[src/rtl/fetch_if_id_if.sv]
`default_nettype none
// ============================================================================
// Module      : fetch_if_id_if
// Description : Signal bundle between the fetch stage and its neighbours:
//               decode/EX control inputs (stall, branch redirect, halt),
//               the instruction-memory read port and the IF/ID register
//               outputs.
//   master : fetch stage side (drives imem_rd/imem_addr and IF/ID outputs)
//   slave  : environment side (memory, decode, EX)
// Revision    : 1.0 - initial release
// ============================================================================
interface fetch_if_id_if;
  logic        stall;
  logic        branch_taken;
  logic [15:0] branch_target;
  logic        halt_id;
  logic        imem_rd;
  logic [15:0] imem_addr;
  logic [15:0] imem_data;
  logic        imem_ready;
  logic [15:0] instr_id;
  logic [15:0] pc_plus2_id;
  logic        valid_id;
  logic        halted;

  modport master (
    input  stall, branch_taken, branch_target, halt_id, imem_data, imem_ready,
    output imem_rd, imem_addr, instr_id, pc_plus2_id, valid_id, halted
  );

  modport slave (
    output stall, branch_taken, branch_target, halt_id, imem_data, imem_ready,
    input  imem_rd, imem_addr, instr_id, pc_plus2_id, valid_id, halted
  );
endinterface
`default_nettype wire

[src/rtl/fetch_if_id.sv]
`default_nettype none
// ============================================================================
// Module      : fetch_if_id
// Description : Instruction fetch stage plus IF/ID pipeline register.
//               Owns the PC, drives a variable-latency instruction memory and
//               presents fetched instructions to decode. Handles decode
//               stalls, EX branch redirects (draining a wrong-path request if
//               one is in flight) and HALT, inserting NOP bubbles as needed.
// Ports       : clk   - system clock, rising edge
//               rst_n - synchronous active-low reset
//               bus   - fetch_if_id_if.master (control inputs, imem port,
//                       IF/ID outputs)
// Revision    : 1.0 - initial release
// ============================================================================
module fetch_if_id #(
  parameter logic [15:0] RESET_PC  = 16'h0000,
  parameter logic [15:0] NOP_INSTR = 16'h0800
) (
  input  wire logic      clk,
  input  wire logic      rst_n,
  fetch_if_id_if.master  bus
);

  localparam logic [1:0] S_FETCH         = 2'd0;
  localparam logic [1:0] S_WAIT          = 2'd1;
  localparam logic [1:0] S_REDIRECT_WAIT = 2'd2;
  localparam logic [1:0] S_HALTED        = 2'd3;

  localparam logic [15:0] c_pc_step = 16'd2;

  logic [1:0]  r_state;
  logic [1:0]  w_state_next;
  logic [15:0] r_pc;
  logic [15:0] r_instr;
  logic [15:0] r_pc_plus2;
  logic        r_valid;
  logic        r_halted;

  logic        w_imem_rd;
  logic        w_take_branch;
  logic        w_set_halt;
  logic        w_accept;
  logic        w_bubble;

  // --------------------------------------------------------------------------
  // State register
  // --------------------------------------------------------------------------
  always_ff @(posedge clk) begin
    if (!rst_n) r_state <= S_FETCH;
    else        r_state <= w_state_next;
  end

  // --------------------------------------------------------------------------
  // Next-state logic; priority branch > stall > halt > normal
  // --------------------------------------------------------------------------
  always_comb begin
    w_state_next = r_state;
    case (r_state)
      S_FETCH, S_WAIT: begin
        if (bus.branch_taken)
          // A request still outstanding on the old path must be drained.
          w_state_next = bus.imem_ready ? S_FETCH : S_REDIRECT_WAIT;
        else if (bus.stall)
          w_state_next = r_state;
        else if (bus.halt_id)
          w_state_next = S_HALTED;
        else
          w_state_next = bus.imem_ready ? S_FETCH : S_WAIT;
      end
      S_REDIRECT_WAIT: begin
        if (bus.branch_taken || bus.stall)
          w_state_next = S_REDIRECT_WAIT;
        else if (bus.halt_id)
          w_state_next = S_HALTED;
        else if (bus.imem_ready)
          w_state_next = S_FETCH;
      end
      S_HALTED: w_state_next = S_HALTED;
      default:  w_state_next = S_FETCH;
    endcase
  end

  // --------------------------------------------------------------------------
  // Output / datapath-control decode
  // --------------------------------------------------------------------------
  always_comb begin
    w_imem_rd     = rst_n && (r_state != S_HALTED);
    w_take_branch = 1'b0;
    w_set_halt    = 1'b0;
    w_accept      = 1'b0;
    w_bubble      = 1'b0;
    if (r_state != S_HALTED) begin
      if (bus.branch_taken) begin
        w_take_branch = 1'b1;
        w_bubble      = 1'b1;
      end else if (!bus.stall) begin
        if (bus.halt_id) begin
          w_set_halt = 1'b1;
          w_bubble   = 1'b1;
        end else if (r_state != S_REDIRECT_WAIT && bus.imem_ready) begin
          w_accept = 1'b1;
        end else begin
          // Waiting on memory or draining a wrong-path read.
          w_bubble = 1'b1;
        end
      end
    end
  end

  // --------------------------------------------------------------------------
  // PC and IF/ID register
  // --------------------------------------------------------------------------
  always_ff @(posedge clk) begin
    if (!rst_n) begin
      r_pc       <= RESET_PC;
      r_instr    <= NOP_INSTR;
      r_pc_plus2 <= 16'h0000;
      r_valid    <= 1'b0;
      r_halted   <= 1'b0;
    end else begin
      if (w_take_branch)
        r_pc <= bus.branch_target;
      else if (w_accept)
        r_pc <= r_pc + c_pc_step;

      if (w_accept) begin
        r_instr    <= bus.imem_data;
        r_pc_plus2 <= r_pc + c_pc_step;
        r_valid    <= 1'b1;
      end else if (w_bubble) begin
        // pc_plus2_id is left untouched by a bubble.
        r_instr <= NOP_INSTR;
        r_valid <= 1'b0;
      end

      if (w_set_halt)
        r_halted <= 1'b1;
    end
  end

  assign bus.imem_rd     = w_imem_rd;
  assign bus.imem_addr   = r_pc;
  assign bus.instr_id    = r_instr;
  assign bus.pc_plus2_id = r_pc_plus2;
  assign bus.valid_id    = r_valid;
  assign bus.halted      = r_halted;

endmodule
`default_nettype wire

[src/flat_wrapper.sv]
// flat-port wrapper written by rule: the top's interface ports become plain ports
module fetch_if_id_flat 
#(
  parameter logic [15:0] RESET_PC  = 16'h0000,
  parameter logic [15:0] NOP_INSTR = 16'h0800
)
  (clk, rst_n, bus_stall, bus_branch_taken, bus_branch_target, bus_halt_id, bus_imem_data, bus_imem_ready, bus_imem_rd, bus_imem_addr, bus_instr_id, bus_pc_plus2_id, bus_valid_id, bus_halted);
  fetch_if_id_if bus_i ();
  input  wire logic clk;
  input  wire logic rst_n;
  input wire logic [$bits(bus_i.stall)-1:0] bus_stall;
  input wire logic [$bits(bus_i.branch_taken)-1:0] bus_branch_taken;
  input wire logic [$bits(bus_i.branch_target)-1:0] bus_branch_target;
  input wire logic [$bits(bus_i.halt_id)-1:0] bus_halt_id;
  input wire logic [$bits(bus_i.imem_data)-1:0] bus_imem_data;
  input wire logic [$bits(bus_i.imem_ready)-1:0] bus_imem_ready;
  output wire logic [$bits(bus_i.imem_rd)-1:0] bus_imem_rd;
  output wire logic [$bits(bus_i.imem_addr)-1:0] bus_imem_addr;
  output wire logic [$bits(bus_i.instr_id)-1:0] bus_instr_id;
  output wire logic [$bits(bus_i.pc_plus2_id)-1:0] bus_pc_plus2_id;
  output wire logic [$bits(bus_i.valid_id)-1:0] bus_valid_id;
  output wire logic [$bits(bus_i.halted)-1:0] bus_halted;
  assign bus_i.stall = bus_stall;
  assign bus_i.branch_taken = bus_branch_taken;
  assign bus_i.branch_target = bus_branch_target;
  assign bus_i.halt_id = bus_halt_id;
  assign bus_i.imem_data = bus_imem_data;
  assign bus_i.imem_ready = bus_imem_ready;
  assign bus_imem_rd = bus_i.imem_rd;
  assign bus_imem_addr = bus_i.imem_addr;
  assign bus_instr_id = bus_i.instr_id;
  assign bus_pc_plus2_id = bus_i.pc_plus2_id;
  assign bus_valid_id = bus_i.valid_id;
  assign bus_halted = bus_i.halted;
  fetch_if_id #(.RESET_PC(RESET_PC), .NOP_INSTR(NOP_INSTR)) u_core (.clk(clk), .rst_n(rst_n), .bus(bus_i));
endmodule
[config.mk]
export PLATFORM = sky130hd
export DESIGN_NAME = fetch_if_id_flat
export DESIGN_NICKNAME = d
export VERILOG_FILES = /design/src/rtl/fetch_if_id_if.sv /design/src/rtl/fetch_if_id.sv /design/src/flat_wrapper.sv
export SDC_FILE = /design/constraint.sdc
export NUM_CORES = 1
export LEC_CHECK = 0
export ABC_AREA = 0
export CAP_MARGIN = 20
export CORE_UTILIZATION = 39
export CTS_CLUSTER_DIAMETER = 30
export CTS_CLUSTER_SIZE = 10
export DETAILED_ROUTE_END_ITERATION = 10
export PLACE_DENSITY = 0.75
export SLEW_MARGIN = 30
export SYNTH_ARGS = -nofsm -noshare
export SYNTH_HDL_FRONTEND = slang
export SYNTH_SLANG_ARGS = --single-unit
[constraint.sdc]
create_clock -name clk -period 2 [get_ports clk]
set_clock_uncertainty 0.2 [all_clocks]
set_input_delay 0.2 -clock clk [delete_from_list [all_inputs] [get_ports clk]]
set_output_delay 0.2 -clock clk [all_outputs]
set_load 0.005 [all_outputs]
Word-level counts from Yosys, hierarchy flattened

Cells that the tools add are included.

Register bits: 52
Input port bits: 38
Output and inout port bits: 51
Word-level logic and storage cells: 53

$add $sub $neg: 1
Equality and inequality tests: 7
Muxes and demuxes: 31
Reductions and logical operators: 8

Operator list:

| cell                                                                     | count |
|---|---|
| 16-bit two-way mux                                                       | 4 |
| 1-bit two-way mux                                                        | 19 |
| 16-bit by 2-bit adder with 16-bit output (second input constant)         | 1 |
| 2-bit two-way mux                                                        | 7 |
| 2-bit case mux with 3 select lines                                       | 1 |
| 2-bit == test (second input constant)                                    | 2 |
| 2-bit inequality test (second input constant)                            | 2 |
| 4-bit by 3-bit inequality test with 1-bit output (second input constant) | 1 |
| 2-bit nonzero test                                                       | 2 |
| 3-bit inequality test (second input constant)                            | 1 |
| 2-bit by 1-bit == test with 1-bit output (second input constant)         | 1 |
| 1-bit logical AND                                                        | 2 |
| 2-bit zero test                                                          | 1 |
| 2-bit AND reduction                                                      | 1 |
| 2-bit OR reduction                                                       | 1 |
| 1-bit logical OR                                                         | 1 |

Depth between registers and ports, before layout

Depth in word-level cells: 9
Gate-level depth with buffers: 6
Gate-level depth less buffers: 5

Worst setup path after synthesis

No wires, ideal clock.

Kind: reg2reg
Start: register u_core.r_pc[3] (netlist: u_core.bus.imem_addr[3])
End: register u_core.r_pc[14] (netlist: u_core.bus.imem_addr[14])
Setup time: 0.079 ns
Arrival: 1.659 ns
Required time: 1.721 ns
Slack: 0.062 ns
Stages on the path, launching flop included: 7
Path buffers: 2
Period minus slack after synthesis: 1.938 ns
Path through: dfxtp_1 buf_2 nand3_4 or3_1 buf_2 or4_1 o211ai_1

Longest elaborated chain between the ends: 3

RTL lines:

| item                                     | line               | source |
|---|---|---|
| start: declaration                       | fetch_if_id.sv:33  | `logic [15:0] r_pc;` |
| start signal: assignment                 | fetch_if_id.sv:122 | `r_pc <= bus.branch_target;` |
| start signal: assignment                 | fetch_if_id.sv:124 | `r_pc <= r_pc + c_pc_step;` |
| 16-bit by 2-bit adder with 16-bit output | fetch_if_id.sv:124 |  |
| 16-bit two-way mux                       | fetch_if_id.sv:123 | `else if (w_accept)` |
| 16-bit two-way mux                       | fetch_if_id.sv:121 | `if (w_take_branch)` |

Every way passes these cells. The select of a mux whose other input is x is not followed.
A chain may end at the register's enable or synchronous reset.

Worst setup path in the final report

Start: register u_core.r_pc[11] (netlist: u_core.bus.imem_addr[11])
End: register u_core.r_pc[14] (netlist: u_core.bus.imem_addr[14])

Same word-level chain as after synthesis.

==> metrics.yaml <==
run_status:
  status: "complete, no violations"
flow_run:
  cap_viol_max_count: 0
drt:
  drc: 0
  drt_iter0_markers: 237
  vias: 2509
  ant_nets: 0
  viasPerCell: 5.51
  routed_wl_um: 7130
  drt_pass1_iterations: 5
  wl_per_cell_um: 15.7
layout:
  final_nets: 421
  drive_gt1_frac: 0.141
  area_growth_pct: 55.2
  diodes: 0
clocking:
  cts_made_buffers: 5
  htreeDepth: 2
  cts_tree: "built"
  cts_resized: 0
  cts_buffer_depth: 2
  hold_buffers: 0
  clkSinkCount: 52
  cts_root_buf: "clkbuf_8"
  worstSkewPairLatency_ns: 0.31
  postCtsSetupBuffers: 0
  path_clk_slew_ns: 0.10
die:
  fp.dieH_um: 79.1
  ios: 89
  start_util: 0.414
  core_area_sq_um: 5610
  fp.dieArea_sq_um: 6260
  rows: 27
  die_width_um: 79.1
yosys:
  yosysSeqAreaShare: 0.449
  yosysWarnings: 0
  synthArstFlopShare: 0
  synthSimpleGateAreaFrac: 0.198
  synth-seq-cells: 52
  synth-main-ff-cell: "dfxtp_1"
  synth_cell_types: 48
  syn-num-nets: 313
  synth.avg_cell_area_sq_um: 8.47
  synthXorXnorAreaFrac: 0.0453
  synth-compound-area-share: 0.251
  synthMuxAreaShare: 0.00431
  netlist_area_sq_um: 2320
  synth_edf_count: 0
  syn-instance-count: 274
  synthAdderAreaFrac: 0.00539
  synth_top_family_by_area: "compound AO/OA/AOI/OAI gates"
grt:
  grt_pass1_wl_um: 11500
  antenna_found_initial: 0
  grt-ovfl-total: 0
  grtUsageTotal: 0.234
  grt_pass1_vias: 2419
  grt_start_max_net_pins: 43
setup_path:
  worstPathMaxFanout: 6
  critPathRequiredTime_ns: 2.04
  worstSetupEndpointType: "flop"
  worstSetupPathType: "reg2reg"
  setup.worst_path.start_class: "flop"
  cp.arrival_ns: 1.94
timing:
  worstMarginPinSlew_ns: 0.464
  period_needed_ns: 1.90
  whs_ns: 0.256
  setup-violations-final: 0
  fmax_mhz: 527
  fin_ws_ns: 0.104
  fin_crit_sh: 0.948
  slew_violations: 0
  relSlewSlack: 0.691
  rsz0062_at_grt: "false"
  hold_viol: 0
place:
  place_congestion: 0.830
  place_hpwl_um: 5040
  numPortBuffers: 88
  dp_slack_ns: -0.236
worst_hold_path:
  hold_class: "in2reg"
power:
  ir_worst_vdd_uv: 475
  power_mw: 2.10
  power_density_nw_per_um2: 584
  p_leak_nw: 1.27
stage by stage:
step / std cells / TNS, ns / cell area, sq um / utilization
2_1_floorplan: 274 / 0 / 2320 / -
3_3_place_gp: 447 / -5.30 / 3480 / 0.621
3_5_place_dp: 447 / -7.92 / 3480 / 0.621
4_1_cts: 455 / 0 / 3580 / 0.638
5_1_grt: 455 / 0 / 3600 / 0.642
6_report: 455 / 0 / 3600 / 0.642
routing by layer:
layer,vias to the layer above,GRT usage,share of wire
li1,1217,-,-
met5,-,0,0
met4,0,0.0764,0.017
met1,1148,0.289,0.43
met3,18,0.0632,0.085
met2,126,0.394,0.47
placed cells by master, fill, tap and decap left out, drive strengths merged, types with 2 or more instances in the layout:
cell type      netlist  layout
inv                  3       3
nor2b                2       2
buf                  8      35
and3                 2       2
xor2                 4       4
nand3                7       7
nand2               26      26
clkinv               1       3
nor3                 4       4
clkdlybuf4s50        0      88
a21oi               22      22
nor2                31      31
or3                  3       3
clkbuf              14       6
a31oi                6       6
o22ai                2       2
xnor2                8       8
nor4                 5       5
nand3b               2       2
a22oi               19      19
o31a                 2       2
nand4                4       4
dfxtp               52      52
o21ai               18      18
a32oi                2       2
a211oi               8       8
logic make-up after synthesis:
family          count (synthesis)
compound gates                 90
mux                             1
simple gates                   92
xor+xnor                       12
buf+inv                        26
fa+ha+maj                       1
flops                          52
sequential cells by signal, summed over array words and instances, names as in the netlist:
register / count
u_core.bus.imem_addr: 16
u_core.bus.instr_id: 16
u_core.bus.pc_plus2_id: 16
u_core.r_state: 2
u_core.bus.halted: 1
u_core.bus.valid_id: 1
power breakdown:
part / switching [mW] / internal, mW / total [mW]
combinational: 0.153 / 0.216 / 0.369
sequential: 0.0353 / 1.07 / 1.11
clock: 0.349 / 0.277 / 0.626
final timing paths:
path | startpoint | end | slack, ns | cells after the start
worst max-delay path | u_core.bus.imem_addr[11] | u_core.bus.imem_addr[14] | 0.10 | 4
worst min-delay path | bus_branch_target[2] | u_core.bus.imem_addr[2] | 0.26 | 3
worst max register to register | u_core.bus.imem_addr[11] | u_core.bus.imem_addr[14] | 0.10 | 4
worst min register to register | u_core.bus.pc_plus2_id[13] | u_core.bus.pc_plus2_id[13] | 0.26 | 2
cell type report:
cell class | count | area (sq um)
fill | 500 | 2010
multi-input combinational | 196 | 1190
timing repair buffer | 123 | 1170
sequential | 52 | 1040
tap | 72 | 90.1
clock buffer | 6 | 82.6
inverter | 4 | 15.0
clock inverter | 2 | 10.0
cell usage after synthesis (3+ instances only):
| cell | n | share of area |
|---|---|---|
| a211oi_1 | 8 | 0.026 |
| a21oi_1 | 22 | 0.047 |
| a22oi_1 | 19 | 0.061 |
| a31oi_1 | 6 | 0.016 |
| buf_2 | 7 | 0.015 |
| clkbuf_1 | 14 | 0.023 |
| dfxtp_1 | 52 | 0.45 |
| inv_1 | 3 | 0.0049 |
| nand2_1 | 26 | 0.042 |
| nand3_1 | 6 | 0.013 |
| nand4_1 | 4 | 0.011 |
| nor2_1 | 30 | 0.049 |
| nor3_1 | 4 | 0.0086 |
| nor4_1 | 5 | 0.013 |
| o21ai_0 | 17 | 0.037 |
| or3_1 | 3 | 0.0081 |
| xnor2_1 | 8 | 0.030 |
| xor2_1 | 4 | 0.015 |
critical path: stages, from the launching register on:
cell      delay (ns)
dfxtp_1         0.45
nand4_1         0.21
or2_2           0.37
or4_1           0.49
o211ai_1        0.10
Power figures use the tool's default switching activity.
